**src/rtl/axi_lite_vram_slave.sv**
```systemverilog
// axi_lite_vram_slave: AXI4-Lite responder mapping a word window onto a VRAM BRAM and an 8-entry palette
// Ports:
//   axi_aclk, axi_aresetn       bus/block clock, asynchronous active-low reset
//   axi_aw*, axi_w*, axi_b*     write address, write data and write response channels
//   axi_ar*, axi_r*             read address and read data channels (axi_*prot ignored)
//   bram_addr/we/din, bram_dout single BRAM port, 1-cycle read latency, shared by reads and writes
//   palette                     8 x 32-bit entries, entry k at [32k+31:32k]
module axi_lite_vram_slave #(
  parameter int C_AXI_DATA_WIDTH = 32,
  parameter int C_AXI_ADDR_WIDTH = 16,
  parameter int VRAM_WORDS       = 1200,
  parameter int PALETTE_BASE     = 'h800,
  parameter int BRAM_ADDR_WIDTH  = 11
) (
  input  logic                          axi_aclk,
  input  logic                          axi_aresetn,
  input  logic [C_AXI_ADDR_WIDTH-1:0]   axi_awaddr,
  input  logic [2:0]                    axi_awprot,
  input  logic                          axi_awvalid,
  output logic                          axi_awready,
  input  logic [C_AXI_DATA_WIDTH-1:0]   axi_wdata,
  input  logic [C_AXI_DATA_WIDTH/8-1:0] axi_wstrb,
  input  logic                          axi_wvalid,
  output logic                          axi_wready,
  output logic [1:0]                    axi_bresp,
  output logic                          axi_bvalid,
  input  logic                          axi_bready,
  input  logic [C_AXI_ADDR_WIDTH-1:0]   axi_araddr,
  input  logic [2:0]                    axi_arprot,
  input  logic                          axi_arvalid,
  output logic                          axi_arready,
  output logic [C_AXI_DATA_WIDTH-1:0]   axi_rdata,
  output logic [1:0]                    axi_rresp,
  output logic                          axi_rvalid,
  input  logic                          axi_rready,
  output logic [BRAM_ADDR_WIDTH-1:0]    bram_addr,
  output logic [C_AXI_DATA_WIDTH/8-1:0] bram_we,
  output logic [C_AXI_DATA_WIDTH-1:0]   bram_din,
  input  logic [C_AXI_DATA_WIDTH-1:0]   bram_dout,
  output logic [8*C_AXI_DATA_WIDTH-1:0] palette
);
  localparam int DW = C_AXI_DATA_WIDTH;
  localparam int SW = DW / 8;
  localparam int IW = C_AXI_ADDR_WIDTH - 2;
  localparam logic [IW-1:0] VW = IW'(VRAM_WORDS);
  localparam logic [IW-1:0] PB = IW'(PALETTE_BASE);
  localparam logic [1:0] OKAY = 2'b00;
  localparam logic [1:0] SLVERR = 2'b10;

  typedef enum logic [1:0] {RD_IDLE, RD_ISSUE, RD_WAIT, RD_RESP} rd_state_e;

  rd_state_e         rd_q, rd_d;
  logic              aw_lat_q, aw_lat_d, w_lat_q, w_lat_d;
  logic [IW-1:0]     aw_idx_q, aw_idx_d, ar_idx_q, ar_idx_d;
  logic [DW-1:0]     wdata_q, wdata_d, rdata_q, rdata_d;
  logic [SW-1:0]     wstrb_q, wstrb_d;
  logic              bvalid_q, bvalid_d, rvalid_q, rvalid_d;
  logic [1:0]        bresp_q, bresp_d, rresp_q, rresp_d;
  logic              awready_q, awready_d, wready_q, wready_d, arready_q, arready_d;
  logic              rd_prio_q, rd_prio_d;
  logic [7:0][DW-1:0] pal_q, pal_d;

  logic [IW-1:0] wr_off, rd_off;
  logic wr_vram, wr_pal, rd_vram, rd_pal;
  logic wr_req, rd_req, wr_go, rd_go, wr_port, rd_port;
  logic aw_hs, w_hs, b_hs, ar_hs, r_hs;
  logic unused_ok;

  assign unused_ok = ^{axi_awprot, axi_arprot, axi_awaddr[1:0], axi_araddr[1:0]};

  // Palette decode relies on unsigned wrap: indices below the base wrap to large offsets.
  assign wr_off  = aw_idx_q - PB;
  assign rd_off  = ar_idx_q - PB;
  assign wr_vram = aw_idx_q < VW;
  assign rd_vram = ar_idx_q < VW;
  assign wr_pal  = wr_off < IW'(8);
  assign rd_pal  = rd_off < IW'(8);

  // Only VRAM targets contend for the port; a write wins unless the read lost last cycle.
  assign wr_req  = aw_lat_q && w_lat_q;
  assign rd_req  = rd_q == RD_ISSUE;
  assign wr_go   = wr_req && !(wr_vram && rd_req && rd_vram && rd_prio_q);
  assign rd_go   = rd_req && !(rd_vram && wr_req && wr_vram && !rd_prio_q);
  assign wr_port = wr_go && wr_vram;
  assign rd_port = rd_go && rd_vram;

  assign aw_hs = axi_awvalid && awready_q;
  assign w_hs  = axi_wvalid && wready_q;
  assign b_hs  = bvalid_q && axi_bready;
  assign ar_hs = axi_arvalid && arready_q;
  assign r_hs  = rvalid_q && axi_rready;

  // Port outputs decode straight from registers so they clear the instant reset asserts.
  assign bram_we   = wr_port ? wstrb_q : '0;
  assign bram_din  = wr_port ? wdata_q : '0;
  assign bram_addr = wr_port ? aw_idx_q[BRAM_ADDR_WIDTH-1:0] :
                     rd_port ? ar_idx_q[BRAM_ADDR_WIDTH-1:0] : '0;

  assign axi_awready = awready_q;
  assign axi_wready  = wready_q;
  assign axi_bvalid  = bvalid_q;
  assign axi_bresp   = bresp_q;
  assign axi_arready = arready_q;
  assign axi_rvalid  = rvalid_q;
  assign axi_rdata   = rdata_q;
  assign axi_rresp   = rresp_q;
  assign palette     = pal_q;

  always_comb begin
    aw_lat_d  = wr_go ? 1'b0 : aw_hs ? 1'b1 : aw_lat_q;
    w_lat_d   = wr_go ? 1'b0 : w_hs ? 1'b1 : w_lat_q;
    aw_idx_d  = aw_hs ? axi_awaddr[C_AXI_ADDR_WIDTH-1:2] : aw_idx_q;
    wdata_d   = w_hs ? axi_wdata : wdata_q;
    wstrb_d   = w_hs ? axi_wstrb : wstrb_q;
    bvalid_d  = wr_go ? 1'b1 : b_hs ? 1'b0 : bvalid_q;
    bresp_d   = wr_go ? ((wr_vram || wr_pal) ? OKAY : SLVERR) : bresp_q;
    awready_d = !aw_lat_d && !bvalid_d;
    wready_d  = !w_lat_d && !bvalid_d;
    rd_prio_d = rd_req && rd_vram && !rd_go;
    pal_d     = pal_q;
    if (wr_go && wr_pal)
      for (int k = 0; k < SW; k++)
        if (wstrb_q[k]) pal_d[wr_off[2:0]][8*k +: 8] = wdata_q[8*k +: 8];
    rd_d      = rd_q;
    ar_idx_d  = ar_idx_q;
    rdata_d   = rdata_q;
    rresp_d   = rresp_q;
    rvalid_d  = rvalid_q;
    case (rd_q)
      RD_IDLE: begin
        rd_d     = ar_hs ? RD_ISSUE : RD_IDLE;
        ar_idx_d = ar_hs ? axi_araddr[C_AXI_ADDR_WIDTH-1:2] : ar_idx_q;
      end
      RD_ISSUE: rd_d = rd_go ? RD_WAIT : RD_ISSUE;
      RD_WAIT: begin
        rdata_d  = rd_vram ? bram_dout : rd_pal ? pal_q[rd_off[2:0]] : '0;
        rresp_d  = (rd_vram || rd_pal) ? OKAY : SLVERR;
        rvalid_d = 1'b1;
        rd_d     = RD_RESP;
      end
      RD_RESP: begin
        rvalid_d = !r_hs;
        rd_d     = r_hs ? RD_IDLE : RD_RESP;
      end
      default: rd_d = RD_IDLE;
    endcase
    arready_d = rd_d == RD_IDLE;
  end

  always_ff @(posedge axi_aclk or negedge axi_aresetn)
    if (!axi_aresetn) begin
      rd_q      <= RD_IDLE;
      aw_lat_q  <= 1'b0;
      w_lat_q   <= 1'b0;
      aw_idx_q  <= '0;
      ar_idx_q  <= '0;
      wdata_q   <= '0;
      wstrb_q   <= '0;
      rdata_q   <= '0;
      bvalid_q  <= 1'b0;
      rvalid_q  <= 1'b0;
      bresp_q   <= '0;
      rresp_q   <= '0;
      awready_q <= 1'b0;
      wready_q  <= 1'b0;
      arready_q <= 1'b0;
      rd_prio_q <= 1'b0;
      pal_q     <= '0;
    end else begin
      rd_q      <= rd_d;
      aw_lat_q  <= aw_lat_d;
      w_lat_q   <= w_lat_d;
      aw_idx_q  <= aw_idx_d;
      ar_idx_q  <= ar_idx_d;
      wdata_q   <= wdata_d;
      wstrb_q   <= wstrb_d;
      rdata_q   <= rdata_d;
      bvalid_q  <= bvalid_d;
      rvalid_q  <= rvalid_d;
      bresp_q   <= bresp_d;
      rresp_q   <= rresp_d;
      awready_q <= awready_d;
      wready_q  <= wready_d;
      arready_q <= arready_d;
      rd_prio_q <= rd_prio_d;
      pal_q     <= pal_d;
    end
endmodule

```
**config.mk**
```make
export PLATFORM = sky130hd
export DESIGN_NAME = axi_lite_vram_slave
export DESIGN_NICKNAME = d
export VERILOG_FILES = /design/src/rtl/axi_lite_vram_slave.sv
export SDC_FILE = /design/constraint.sdc
export NUM_CORES = 1
export LEC_CHECK = 0
export ABC_CLOCK_PERIOD_IN_PS = 2300
export CORE_MARGIN = 5
export CORE_UTILIZATION = 49
export DETAILED_ROUTE_END_ITERATION = 16
export GPL_ROUTABILITY_DRIVEN = 0
export MAX_ROUTING_LAYER = met4
export PLACE_DENSITY_LB_ADDON = 0.25
export SYNTH_ARGS = -nofsm -noshare
export SYNTH_HDL_FRONTEND = slang
export SYNTH_SLANG_ARGS = --single-unit
```
**constraint.sdc**
```tcl
create_clock -name axi_aclk -period 2.3 [get_ports axi_aclk]
set_input_delay 0.46 -clock axi_aclk [delete_from_list [all_inputs] [get_ports axi_aclk]]
set_output_delay 0.46 -clock axi_aclk [all_outputs]
set_load 0.005 [all_outputs]
```
==> impl_metrics.csv, run 1 <==
group,metric,value,unit
critical_path,crit_required,1.84,ns
detailed_routing,drc_errors,0,
finish,n_fill_cell,2112,
synthesis,ys_types,43,
placement,dp_hpwl,38.6,mm
floorplanning,core_area,33500,sq um
detailed_routing,dr.pass1.iters,4,
power_and_ir_drop,ir_drop,0.000620,V
synthesis,synthFlopType,"dfrtp_1",
critical_path,crit_fanout,7,
grt,busiest_layer,"met2",
clock_network,clkTransAtPathRegs,0.06,ns
finish,final_nets,1739,
grt,grt_max_degree,74,
synthesis,avgSynthCellArea,15.8,sq um
finish,final_core_util,74.1,%
power_and_ir_drop,power,21.9,mW
finish,syn_to_final_growth,49.0,%
placement,post-place-ws,-0.257,ns
placement,dp_cells,2003,
clock_network,tritoncts,"done",
clock_network,clk_path_buf_depth,3,
finish,drive_gt1_share,43.5,%
synthesis,synth_area,16700,sq um
grt,met2_usage,49.1,%
power_and_ir_drop,combPwrFrac,28.7,%
timing,finalHoldViolCount,0,
timing,finalWorstSetupSlack,-0.437,ns
critical_path,critPathKind,"reg -> out",
floorplanning,die_y,194,microns
grt,grt_pass1_vias,13114,
timing,finalClockSkew,0.0120,ns
floorplanning,io_pins,457,
grt,grt_use_total,29.7,%
detailed_routing,num_vias,12059,
critical_path,crit_chain,"a21oi_1 -> o2111a_2 -> o21a_4 -> buf_12 -> buf_12 -> and2_4 -> buf_6",
clock_network,cts-root-buf,"clkbuf_16",
timing,worst-slew-pin-transition,0.663,ns
synthesis,ys_seq_area_share,54.6,%
timing,drv_slew,0,
critical_path,worst_setup_path_end_kind,"output port",
synthesis,ys_warn_count,0,
detailed_routing,antenna_left,0,
critical_path,setup.worst_path.start_class,"register",
floorplanning,std_cell_rows,67,
timing,finalCriticalPeriod,2.74,ns
critical_path,arrival,2.28,ns
timing,max_slew_margin,55.6,%
timing,holdWs,0.447,ns
floorplanning,die_area,37800,sq um
clock_network,clk_latency,0.53,ns
timing,fmax,365,MHz
clock_network,cts_made_buffers,41,
hold_path,hold_class,"in -> async",
clock_network,cts_max_level,2,
critical_path,crit_path_frequent_cell,"buf_12",
grt,gr-total-overflow,0,
timing,setup-violations-final,47,
run,drv_cap,0,
power_and_ir_drop,p_sw_share,32.5,%
synthesis,synthCells,1058,
placement,io_buffers,444,
synthesis,ys_ff_latch,364,
power_and_ir_drop,power_leakage,11.3,nW
detailed_routing,wire_per_inst,26.5,microns
detailed_routing,vias_per_cell,5.72,
finish,final_cell_count_no_fill,2110,
grt,grt_pass1_wl,84.2,mm
outcome,violations,"setup timing",
grt,antenna_found_initial,8,
grt,use_met3,7.34,%
floorplanning,die_w,194,microns
critical_path,cpPeakStageDelay,0.41,ns
power_and_ir_drop,internal-power,14.8,mW
timing,rsz0062_at_grt,"yes",
power_and_ir_drop,p_switching,7.12,mW
grt,grtUsageMet1,36.1,%
detailed_routing,drt-initial-drc-count,623,
synthesis,ys_async_sr_fraction,100,%
outcome,outcome,"complete, but fails checks",
timing,period_share,119,%
critical_path,reg2reg_slack,0.03,ns
critical_path,slowest_stage,"dfrtp_1",
critical_path,timing.rr.end,"palette[196]",
critical_path,timing.rr.start,"aw_idx_q[12]",
detailed_routing,wl,55.8,mm
power_and_ir_drop,power_density,882,nW/um^2
clock_network,cts.sinks,364,
power_and_ir_drop,p_clk_share,31.0,%
power_and_ir_drop,p_seq_share,40.3,%
critical_path,reg2reg_depth,9,
synthesis,synth-edff-count,0,
floorplanning,initial_utilization,49.7,%
[cells in the mapped netlist, types with 2 or more instances]
library cell    n  share of area, %
dfrtp_1       364                55
mux2_2        278                19
mux4_2         64               8.6
mux2_4         40               3.6
and2_1         39               1.5
nor3_1         35               1.1
clkbuf_1       34              0.77
a221o_1        32               1.9
mux2i_1        32               1.9
nor3_4         29               2.8
nand2_1        13              0.29
a22o_1         11              0.58
buf_2           9              0.27
o21ai_0         8              0.24
inv_1           7              0.16
a21oi_1         6              0.18
nor2_1          6              0.14
buf_1           4             0.090
nor2b_1         4              0.15
buf_4           3              0.14
buf_6           3              0.20
nand2_2         3              0.11
nand2b_1        3              0.11
nand3_1         3             0.090
nand3b_1        3              0.14
nor3_2          3              0.18
ha_1            2              0.15
nor4_4          2              0.26
nor4b_1         2              0.11
o211ai_1        2             0.090
xnor2_1         2              0.11
[how the worst max path moves through the flow]
stage / startpoint / end / slack [ns] / depth (start not counted)
2_1_floorplan: aw_idx_q[11] / palette[160] / 0.17 / 7
3_3_place_gp: ar_idx_q[13] / bram_we[3] / -0.21 / 6
6_report: aw_idx_q[4] / bram_din[10] / -0.44 / 7
4_1_cts: ar_idx_q[12] / bram_din[14] / -0.55 / 8
3_5_place_dp: ar_idx_q[13] / bram_we[3] / -0.26 / 6
5_1_grt: aw_idx_q[4] / bram_din[10] / -0.49 / 7
[cells by family after synthesis]
group,after synthesis,share of synthesized area (%)
xor+xnor,2,0.105
compound gates,63,3.23
fa+ha+maj,2,0.150
flops,364,54.6
mux,414,32.9
other cells,1,0.0225
simple gates,152,7.30
buf+inv,60,1.62
[metrics by stage]
step                      setup TNS (ns)  cell area, sq um
final                             -16.08             24800
after global routing              -19.70             24800
after CTS                         -20.82             24500
after detailed placement          -11.83             22800
after global placement             -7.50             22800
after floorplan                        0             16700
[per-layer routing]
| layer | wire length (microns) | up-vias |
|---|---|---|
| met2 | 28100 | 475 |
| met3 | 4050 | 103 |
| li1 | - | 5154 |
| met4 | 1870 | 0 |
| met5 | 0 | - |
| met1 | 21800 | 6327 |
[worst max-delay path: cells and delay by family (launching register included)]
family	cells	cell delay, ns
AO/OA/AOI/OAI	3	0.78
buffers and inverters	3	0.40
AND/OR/NAND/NOR	1	0.15
flip-flops	1	0.41
[power by group through the flow]
stage	Sequential [mW]	Combinational (mW)	Clock, mW
floorplan	8.32	3.15	0
global placement	8.75	5.88	0
detailed placement	8.82	5.99	0
CTS	8.75	6.21	6.90
global route	8.98	6.66	7.16
finish	8.84	6.29	6.79
[layout by cell type (no fill, tap or decap), types with 4 or more instances in the layout]
cell type / synthesis / routed
clkdlybuf4s50_1: 0 / 396
dfrtp_1: 364 / 361
mux2_2: 278 / 265
mux4_2: 64 / 64
buf_4: 3 / 56
buf_6: 3 / 55
mux2_4: 40 / 53
buf_12: 0 / 48
clkbuf_16: 0 / 45
and2_4: 0 / 37
nor3_4: 29 / 33
mux2i_1: 32 / 32
a221o_1: 32 / 32
nor3_1: 35 / 31
clkbuf_8: 0 / 14
nand2_1: 13 / 12
a22o_1: 11 / 11
clkbuf_1: 34 / 9
buf_2: 9 / 9
diode_2: 0 / 8
inv_1: 7 / 6
o21ai_0: 8 / 6
nor2_1: 6 / 5
nor2b_1: 4 / 4
a21oi_1: 6 / 4
nand2_2: 3 / 4
buf_8: 0 / 4
clkbuf_2: 0 / 4
[flip-flops by register name, indices dropped and copies added, names as in the netlist, 2 cells and up]
signal / count
aw_idx_q: 14
rd_q: 2
ar_idx_q: 14
wdata_q: 32
wstrb_q: 4
axi_rdata: 32
palette: 256
[what timing repair did]
| item | 4_1_cts | 5_1_grt |
|---|---|---|
| setup endpoints to repair | 162 | 147 |
| pin swaps | 9 | 37 |
| gates resized for setup | 220 | 101 |
| cloned | 2 | 2 |
| buffers inserted | 22 | 3 |
| hold buffers | 1 | 0 |
| endpoints found under the hold margin | 42 | 0 |
[cell type report]
cell class | count | area [sq um] | area share, %
Clock inverter | 7 | 124 | 0.499
Clock buffer | 66 | 1300 | 5.24
Multi-Input combinational cell | 635 | 7550 | 30.4
Tap cell | 448 | 561 | 2.26
Timing Repair Buffer | 575 | 6150 | 24.8
Sequential cell | 364 | 9110 | 36.7
Antenna cell | 8 | 20.0 | 0.0806
Inverter | 7 | 26.3 | 0.106
Power figures use the tool's default switching activity.
==> run 2, diff against run 1 <==
--- a/config.mk
+++ b/config.mk
@@ -5,13 +5,14 @@
 export SDC_FILE = /design/constraint.sdc
 export NUM_CORES = 1
 export LEC_CHECK = 0
-export ABC_CLOCK_PERIOD_IN_PS = 2300
+export ABC_CLOCK_PERIOD_IN_PS = 2900
 export CORE_MARGIN = 5
 export CORE_UTILIZATION = 49
 export DETAILED_ROUTE_END_ITERATION = 16
 export GPL_ROUTABILITY_DRIVEN = 0
 export MAX_ROUTING_LAYER = met4
 export PLACE_DENSITY_LB_ADDON = 0.25
+export REMOVE_ABC_BUFFERS = 1
 export SYNTH_ARGS = -nofsm -noshare
 export SYNTH_HDL_FRONTEND = slang
 export SYNTH_SLANG_ARGS = --single-unit
==> constraint.sdc (replaced) <==
create_clock -name axi_aclk -period 2.9 [get_ports axi_aclk]
set_input_delay 0.58 -clock axi_aclk [delete_from_list [all_inputs] [get_ports axi_aclk]]
set_output_delay 0.58 -clock axi_aclk [all_outputs]
set_load 0.005 [all_outputs]
==> impl_metrics.csv, run 2 (synthesized netlist as in run 1, its figures left out) <==
group,metric,value,unit
outcome,outcome,"complete, but fails checks",
outcome,violations,"setup timing",
clock_network,clk_latency,0.52,ns
power_and_ir_drop,ir_drop,0.000510,V
finish,multi_input_area,7390,sq um
timing,max_slew_margin,18.7,%
floorplanning,initial_utilization,49.7,%
grt,met2_usage,46.2,%
finish,seq_area,9120,sq um
detailed_routing,drt-initial-drc-count,552,
timing,period_share,100,%
placement,post-place-ws,0.178,ns
floorplanning,io_pins,457,
finish,final_core_util,69.9,%
clock_network,tritoncts,"done",
critical_path,crit_fanout,4,
timing,fmax,343,MHz
clock_network,cts.sinks,364,
timing,finalCriticalPeriod,2.91,ns
detailed_routing,wl,53.8,mm
timing,finalHoldViolCount,0,
timing,drv_slew,0,
grt,grt_max_degree,67,
detailed_routing,wire_per_inst,26.5,microns
finish,largest_reg_flops,256,
finish,final_cell_mix,"clkdlybuf4s50_1, dfrtp_1, mux2_2",
finish,final_nets,1669,
detailed_routing,drc_errors,0,
critical_path,crit_required,2.32,ns
timing,rsz0062_at_grt,"yes",
placement,io_buffers,444,
floorplanning,die_w,194,microns
power_and_ir_drop,power,16.4,mW
floorplanning,die_y,194,microns
timing,finalClockSkew,0.0146,ns
critical_path,setup.worst_path.start_class,"register",
power_and_ir_drop,power_density,699,nW/um^2
floorplanning,die_area,37800,sq um
placement,dp_cells,1937,
grt,antenna_found_initial,4,
timing,finalWorstSetupSlack,-0.0113,ns
finish,n_fill_cell,2309,
finish,final_cell_count_no_fill,2032,
timing,setup-violations-final,1,
finish,drive_gt1_share,38.4,%
timing,holdWs,0.00779,ns
finish,layout_commonest_cell,"clkdlybuf4s50_1",
clock_network,cts_max_level,2,
run,drv_cap,0,
detailed_routing,num_vias,11603,
floorplanning,std_cell_rows,67,
detailed_routing,antenna_left,0,
clock_network,clk_path_buf_depth,3,
floorplanning,core_area,33500,sq um
clock_network,hold_buffers,0,
grt,gr-total-overflow,0,
detailed_routing,vias_per_cell,5.71,
power_and_ir_drop,power_leakage,10.7,nW
grt,grt_pass1_wl,80.6,mm
critical_path,worst_setup_path_end_kind,"output port",
grt,grt_use_total,28.5,%
grt,grt_pass1_vias,12482,
grt,use_met3,6.89,%
clock_network,cts-root-buf,"clkbuf_16",
critical_path,critPathKind,"reg -> out",
hold_path,hold_class,"in -> async",
finish,syn_to_final_growth,40.6,%
timing,worst-slew-pin-transition,1.22,ns
clock_network,cts_made_buffers,40,
critical_path,arrival,2.33,ns
detailed_routing,dr.pass1.iters,4,
grt,busiest_layer,"met2",
placement,dp_hpwl,36.2,mm
clock_network,clkTransAtPathRegs,0.06,ns
grt,grtUsageMet1,36.4,%
[run 2: area by class of cell]
type | count | share of cell area, %
Timing Repair Buffer | 506 | 21.6
Antenna cell | 2 | 0.0214
Inverter | 7 | 0.112
Sequential cell | 364 | 38.9
Multi-Input combinational cell | 635 | 31.5
Tap cell | 448 | 2.39
Clock buffer | 61 | 5.12
Clock inverter | 9 | 0.326
[run 2: path summary, 6_finish.rpt]
check | startpoint | to | slack, ns | cells after the start
hold reg to reg | rd_prio_q | rd_prio_q | 0.48 | 1
min in group axi_aclk | rd_prio_q | rd_prio_q | 0.48 | 1
setup reg to reg | aw_idx_q[11] | palette[135] | 0.37 | 7
setup / recovery | ar_idx_q[13] | bram_addr[10] | -0.01 | 8
max in group asynchronous | axi_aresetn | palette[246] | 2.09 | 2
hold / removal | axi_aresetn | axi_rdata[20] | 0.008 | 1
[run 2: timing repair]
item | 4_1_cts | 5_1_grt
resized for setup | 90 | 77
cloned | 5 | 1
pin swaps | 5 | 3
buffers inserted | 14 | 6
setup endpoints to repair | 47 | 47
hold endpoints to repair | 0 | 0
[run 2: power by group]
group | internal (mW) | switching [mW] | leakage (nW)
registers | 5.84 | 1.42 | 4.91
clock network | 2.94 | 2.01 | 0.631
logic | 2.20 | 1.97 | 5.15
total | 11.0 | 5.40 | 10.7
[run 2: per-stage QoR]
| step | TNS [ns] | cell area [sq um] |
|---|---|---|
| 2_1_floorplan | -31.45 | 16400 |
| 3_3_place_gp | 0 | 21900 |
| 3_5_place_dp | 0 | 21900 |
| 4_1_cts | -1.11 | 23500 |
| 5_1_grt | -1.35 | 23400 |
| 6_report | -0.0113 | 23400 |
[run 2: critical path, cell delays in order, from the launching register on]
cell	delay, ns
dfrtp_2	0.43
nor3_4	0.24
o2111ai_2	0.16
o21a_4	0.26
buf_12	0.14
buf_16	0.13
buf_8	0.13
a22o_1	0.19
buf_2	0.13
[run 2: per-layer routing]
layer  vias to the layer above  wire [microns]
li1                       5006               -
met1                      6057           21700
met2                       443           26500
met3                        97            3890
met4                         0            1670
met5                         -               0
